$ cat src/rtl/word_assembler_if.sv
// Handshake bundle for word_assembler: narrow beat input side and wide word output side.
// slave is the assembler's view; master is the view of whatever drives beats and consumes words.
interface word_assembler_if #(
  parameter int IN_W  = 8,
  parameter int BEATS = 2
);
  logic                  in_valid;
  logic                  in_ready;
  logic [IN_W-1:0]       in_data;
  logic                  msb_first;
  logic                  flush;
  logic                  out_valid;
  logic                  out_ready;
  logic [IN_W*BEATS-1:0] out_data;
  logic                  out_partial;

  modport slave (
    input  in_valid, in_data, msb_first, flush, out_ready,
    output in_ready, out_valid, out_data, out_partial
  );

  modport master (
    output in_valid, in_data, msb_first, flush, out_ready,
    input  in_ready, out_valid, out_data, out_partial
  );
endinterface

$ cat src/rtl/word_assembler.sv
// Collects BEATS narrow beats into one wide word, with per-word lane order and one beat/cycle throughput.
// WORD_ASSEMBLER_PARTIAL_FLUSH_EN: flush emits a zero-padded partial word instead of discarding it.
module word_assembler #(
  parameter int IN_W  = 8,
  parameter int BEATS = 2,
  parameter int CNT_W = $clog2(BEATS)
) (
  input logic              clk,
  input logic              rst_n,
  word_assembler_if.slave  bus
);

  typedef enum logic {FILL, HOLD} state_t;

  state_t                state, state_nx;
  logic [CNT_W-1:0]      cnt, cnt_nx;
  logic [CNT_W-1:0]      lane;
  logic [IN_W*BEATS-1:0] word, word_nx;
  logic                  msb_lat, msb_nx;
  logic                  order;
  logic                  beat_acc, word_acc, last;
`ifdef WORD_ASSEMBLER_PARTIAL_FLUSH_EN
  logic                  partial, partial_nx;
`endif

  // In HOLD a beat can only enter when the held word leaves in the same cycle
  assign bus.in_ready  = rst_n && ((state == FILL) || bus.out_ready);
  assign bus.out_valid = (state == HOLD);
  assign bus.out_data  = word;
`ifdef WORD_ASSEMBLER_PARTIAL_FLUSH_EN
  assign bus.out_partial = partial;
`else
  assign bus.out_partial = 1'b0;
`endif

  assign beat_acc = bus.in_valid && bus.in_ready;
  assign word_acc = bus.out_valid && bus.out_ready;
  assign last     = (cnt == CNT_W'(BEATS - 1));
  // The first beat uses the live msb_first; later beats follow the latched order
  assign order    = (cnt == '0) ? bus.msb_first : msb_lat;
  assign lane     = order ? (CNT_W'(BEATS - 1) - cnt) : cnt;

  always_comb begin
    state_nx = state;
    cnt_nx   = cnt;
    word_nx  = word;
    msb_nx   = msb_lat;
`ifdef WORD_ASSEMBLER_PARTIAL_FLUSH_EN
    partial_nx = partial;
`endif

    if (beat_acc) begin
      if (cnt == '0) begin
        word_nx = '0;
        msb_nx  = bus.msb_first;
      end
      for (int j = 0; j < BEATS; j++) begin
        if (lane == CNT_W'(j)) word_nx[j*IN_W +: IN_W] = bus.in_data;
      end
    end

    if (state == HOLD) begin
      if (word_acc) begin
        state_nx = FILL;
`ifdef WORD_ASSEMBLER_PARTIAL_FLUSH_EN
        partial_nx = 1'b0;
`endif
      end
      if (beat_acc) cnt_nx = CNT_W'(1);
    end else begin
      if (beat_acc) begin
        if (last) begin
          cnt_nx   = '0;
          state_nx = HOLD;
        end else begin
          cnt_nx = cnt + CNT_W'(1);
        end
      end
      // Flush acts on the counter as updated by any beat taken this cycle
      if (bus.flush && !(beat_acc && last) && (beat_acc || (cnt != '0))) begin
        cnt_nx = '0;
`ifdef WORD_ASSEMBLER_PARTIAL_FLUSH_EN
        state_nx   = HOLD;
        partial_nx = 1'b1;
`else
        word_nx = '0;
`endif
      end
    end
  end

  always_ff @(posedge clk) begin
    if (!rst_n) begin
      state   <= FILL;
      cnt     <= '0;
      word    <= '0;
      msb_lat <= 1'b0;
`ifdef WORD_ASSEMBLER_PARTIAL_FLUSH_EN
      partial <= 1'b0;
`endif
    end else begin
      state   <= state_nx;
      cnt     <= cnt_nx;
      word    <= word_nx;
      msb_lat <= msb_nx;
`ifdef WORD_ASSEMBLER_PARTIAL_FLUSH_EN
      partial <= partial_nx;
`endif
    end
  end

endmodule

$ cat src/flat_wrapper.sv
// flat-port wrapper written by rule: the top's interface ports become plain ports
module word_assembler_flat 
#(
  parameter int IN_W  = 8,
  parameter int BEATS = 2,
  parameter int CNT_W = $clog2(BEATS)
)
  (clk, rst_n, bus_in_valid, bus_in_data, bus_msb_first, bus_flush, bus_out_ready, bus_in_ready, bus_out_valid, bus_out_data, bus_out_partial);
  word_assembler_if #(.IN_W(IN_W), .BEATS(BEATS)) bus_i ();
  input logic clk;
  input logic rst_n;
  input wire logic [$bits(bus_i.in_valid)-1:0] bus_in_valid;
  input wire logic [$bits(bus_i.in_data)-1:0] bus_in_data;
  input wire logic [$bits(bus_i.msb_first)-1:0] bus_msb_first;
  input wire logic [$bits(bus_i.flush)-1:0] bus_flush;
  input wire logic [$bits(bus_i.out_ready)-1:0] bus_out_ready;
  output wire logic [$bits(bus_i.in_ready)-1:0] bus_in_ready;
  output wire logic [$bits(bus_i.out_valid)-1:0] bus_out_valid;
  output wire logic [$bits(bus_i.out_data)-1:0] bus_out_data;
  output wire logic [$bits(bus_i.out_partial)-1:0] bus_out_partial;
  assign bus_i.in_valid = bus_in_valid;
  assign bus_i.in_data = bus_in_data;
  assign bus_i.msb_first = bus_msb_first;
  assign bus_i.flush = bus_flush;
  assign bus_i.out_ready = bus_out_ready;
  assign bus_in_ready = bus_i.in_ready;
  assign bus_out_valid = bus_i.out_valid;
  assign bus_out_data = bus_i.out_data;
  assign bus_out_partial = bus_i.out_partial;
  word_assembler #(.IN_W(IN_W), .BEATS(BEATS), .CNT_W(CNT_W)) u_core (.clk(clk), .rst_n(rst_n), .bus(bus_i));
endmodule
$ cat config.mk
export PLATFORM = sky130hd
export DESIGN_NAME = word_assembler_flat
export DESIGN_NICKNAME = d
export VERILOG_FILES = /design/src/rtl/word_assembler_if.sv /design/src/rtl/word_assembler.sv /design/src/flat_wrapper.sv
export SDC_FILE = /design/constraint.sdc
export NUM_CORES = 1
export LEC_CHECK = 0
export ABC_AREA = 1
export BUFFER_PORTS_ARGS = -buffer_cell sky130_fd_sc_hd__buf_4
export CORE_MARGIN = 8
export CORE_UTILIZATION = 47
export CTS_CLUSTER_DIAMETER = 30
export DETAILED_ROUTE_END_ITERATION = 10
export PLACE_DENSITY = 0.74
export REMOVE_ABC_BUFFERS = 1
export SLEW_MARGIN = 10
export SYNTH_ARGS = -nofsm -noshare
export SYNTH_HDL_FRONTEND = slang
export SYNTH_SLANG_ARGS = --single-unit
export TNS_END_PERCENT = 50
$ cat constraint.sdc
create_clock -name clk -period 1.8 [get_ports clk]
set_clock_uncertainty 0.2 [all_clocks]
set_input_delay 0.36 -clock clk [delete_from_list [all_inputs] [get_ports clk]]
set_output_delay 0.36 -clock clk [all_outputs]
set_load 0.01 [all_outputs]
==> flow_results.xml <==
<?xml version="1.0" encoding="UTF-8"?>
<metrics>
  <group name="outcome">
    <metric name="run_status" unit="">finished clean</metric>
  </group>
  <group name="die">
    <metric name="std_cell_rows" unit="">17</metric>
    <metric name="start_util" unit="%">49.7</metric>
    <metric name="fp.dieArea" unit="mm2">0.00418</metric>
    <metric name="core_region_area" unit="mm2">0.00223</metric>
    <metric name="design.portCount" unit="">33</metric>
    <metric name="die_x" unit="um">64.6</metric>
    <metric name="die_h" unit="um">64.6</metric>
  </group>
  <group name="clock_network">
    <metric name="worst_setup_hold_path_clk_slew" unit="ns">0.11</metric>
    <metric name="tritoncts.num_buffers" unit="">3</metric>
    <metric name="clock_sink_count" unit="">19</metric>
    <metric name="hold_buffers_post_cts" unit="">0</metric>
    <metric name="cts-root-to-sink-buffers" unit="">2</metric>
    <metric name="post_cts.repair.setup_buffers" unit="">0</metric>
    <metric name="cts_max_level" unit="">1</metric>
    <metric name="cts_root_buf" unit="">clkbuf_4</metric>
    <metric name="cts_resized" unit="">0</metric>
    <metric name="clock_latency_late_sink" unit="ns">0.29</metric>
    <metric name="tritoncts_clock_tree" unit="">built</metric>
  </group>
  <group name="critical_path">
    <metric name="origin_of_the_critical_flop_to_flop_path" unit="">u_core.cnt</metric>
    <metric name="timing.critical_path.max_delay_family" unit="">flip-flops</metric>
    <metric name="buffers_and_inverters_on_the_worst_path" unit="">2</metric>
    <metric name="slowest_cell_on_the_critical_path" unit="">dfxtp_1</metric>
    <metric name="data_required_time_of_the_worst_path" unit="ns">1.24</metric>
    <metric name="cp-startpoint" unit="">u_core.bus.out_valid</metric>
    <metric name="critical_path.max_stage_delay" unit="ns">0.41</metric>
    <metric name="path_class" unit="">flip-flop to output port</metric>
    <metric name="setup.worst_path.start_class" unit="">flip-flop</metric>
    <metric name="worstPathMaxFanout" unit="">4</metric>
    <metric name="worstPathCellList" unit="">nand2_2, nand2_1, inv_1, buf_4</metric>
    <metric name="endpoint_kind" unit="">output port</metric>
    <metric name="arrival" unit="ns">1.05</metric>
  </group>
  <group name="logic_synthesis">
    <metric name="ys_warn_count" unit="">0</metric>
    <metric name="synth_seq_cells" unit="">19</metric>
    <metric name="synth.distinct_cells" unit="">17</metric>
    <metric name="synth.cell_area" unit="mm2">0.00111</metric>
    <metric name="synth_seq_area_share" unit="%">34.2</metric>
    <metric name="post_synth.cell_area_avg" unit="um2">6.54</metric>
    <metric name="syn_inst" unit="">170</metric>
  </group>
  <group name="power_and_ir_drop">
    <metric name="peakVddDrop" unit="mV">0.406</metric>
    <metric name="power.static_leakage" unit="nW">0.789</metric>
    <metric name="power.density_cell_area" unit="mW/mm2">601</metric>
  </group>
  <group name="finish">
    <metric name="design_area" unit="mm2">0.00139</metric>
    <metric name="layout.cells.most_common" unit="">nand2_1</metric>
    <metric name="area_growth" unit="%">24.7</metric>
    <metric name="finish.net_count" unit="">217</metric>
    <metric name="layout_common_cells" unit="">nand2_1 (38), nand3_1 (34), buf_4 (34)</metric>
    <metric name="filler_cell_count" unit="">213</metric>
    <metric name="diodes" unit="">0</metric>
    <metric name="finalCoreUtilization" unit="%">62.0</metric>
    <metric name="drive_gt1_share" unit="%">24.3</metric>
  </group>
  <group name="sta">
    <metric name="hold_viol" unit="">0</metric>
    <metric name="setup_total_negative_slack" unit="ns">0</metric>
    <metric name="finalCritPeriodShare" unit="%">89.7</metric>
    <metric name="finalWorstSetupSlack" unit="ns">0.185</metric>
    <metric name="drv_slew" unit="">0</metric>
    <metric name="fmaxAchievable" unit="GHz">0.619</metric>
    <metric name="final.min_clock_period" unit="ns">1.61</metric>
    <metric name="setup_violations" unit="">0</metric>
    <metric name="rsz0062_at_grt" unit="">false</metric>
  </group>
  <group name="flow_run">
    <metric name="max_cap_viol_count" unit="">0</metric>
  </group>
  <group name="global_routing">
    <metric name="first_global_vias" unit="">1062</metric>
    <metric name="grt_remaining_overflow" unit="">0</metric>
    <metric name="antenna_found_initial" unit="">0</metric>
    <metric name="global_route_wire_length_before_repair" unit="mm">4.57</metric>
    <metric name="largest_net_degree_at_the_start_of_global_routing" unit="">20</metric>
    <metric name="groute.usage.overall" unit="%">13.2</metric>
  </group>
  <group name="drt">
    <metric name="drtPass1Iterations" unit="">4</metric>
    <metric name="detail-route-antenna-nets" unit="">0</metric>
    <metric name="route.detailed.vias_per_inst" unit="">5.00</metric>
    <metric name="routed-via-count" unit="">1150</metric>
    <metric name="detail_route.drc_violations" unit="">0</metric>
    <metric name="wirelength" unit="mm">2.73</metric>
    <metric name="drt-initial-drc-count" unit="">60</metric>
    <metric name="wl_per_cell" unit="um">11.9</metric>
  </group>
  <group name="placed_design">
    <metric name="detailedPlace.worstSlack" unit="ns">0.329</metric>
    <metric name="finalWeightedCongestion" unit="">0.831</metric>
    <metric name="dp.final_hpwl" unit="mm">2.13</metric>
    <metric name="number_of_port_buffers" unit="">31</metric>
    <metric name="placed_area" unit="mm2">0.00136</metric>
  </group>
  <group name="worst_hold_path">
    <metric name="min-delay-path-class" unit="">primary input to flip-flop</metric>
    <metric name="hp-start" unit="">bus_flush</metric>
  </group>
</metrics>
## worst paths after layout
check	endpoint	slack (ns)	cells after the start
min reg2reg	u_core.bus.out_valid	0.38	2
max	bus_in_ready	0.19	4
max reg2reg	u_core.bus.out_data[8]	0.35	6
min	u_core.cnt	0.14	4
## layout make-up
cell class	count	area [um2]	share of cell area [%]
Multi-Input combinational cell	117	543	39.2
Sequential cell	19	380	27.5
Timing Repair Buffer	36	295	21.3
Inverter	26	105	7.59
Tap cell	28	35.0	2.53
Clock buffer	4	26.3	1.90
## metal layers
layer  wire, um  vias up  global-route usage, %
li1           -      602                      -
met1       1220      510                   15.8
met2       1290       34                   22.1
met3        199        4                   3.78
met4         27        0                   4.09
met5          0        -                      0
## synth_stat cells (all sizes together)
cell type  instances  area (um2)
inv               25         101
nand2             41         161
nand3             35         180
dfxtp             19         380
a21oi             18         109
clkinv             1        3.75
conb               1        3.75
o21a               1        7.51
buf                8        82.6
nand4              1        6.26
nor2              20        75.1
## worst register-to-register path, cell delays in order, from the launching register on
cell,delay (ns)
dfxtp_1,0.46
buf_4,0.21
nand2_2,0.13
nand3_1,0.11
nand2_1,0.06
a21oi_2,0.12
nor2_1,0.05
## kinds of logic after synthesis
family	after synthesis	share of synthesized area (%)
AND/OR/NAND/NOR	97	38.1
AO/OA/AOI/OAI	19	10.5
other	1	0.338
buffers and inverters	34	16.9
flip-flops	19	34.2
## state kept, by name, summed over array words and instances, names as in the netlist
signal	count
u_core.cnt	1
u_core.bus.out_data	16
u_core.msb_lat	1
u_core.bus.out_valid	1
## power breakdown
group / switching (mW) / leakage [nW] / internal, mW / total (mW)
Sequential: 0.0109 / 0.154 / 0.433 / 0.444
Clock: 0.128 / 0.0150 / 0.0862 / 0.214
Combinational: 0.0955 / 0.620 / 0.0783 / 0.174
Total: 0.235 / 0.789 / 0.598 / 0.832
## metrics by stage
stage          power (mW)  hold WS [ns]  instances
4_1_cts             0.845         0.140        230
2_1_floorplan       0.543         0.292        162
3_5_place_dp        0.628         0.357        226
3_3_place_gp        0.625         0.348        226
5_1_grt             0.887         0.143        230
6_report            0.832         0.141        230
Power figures use the tool's default switching activity.
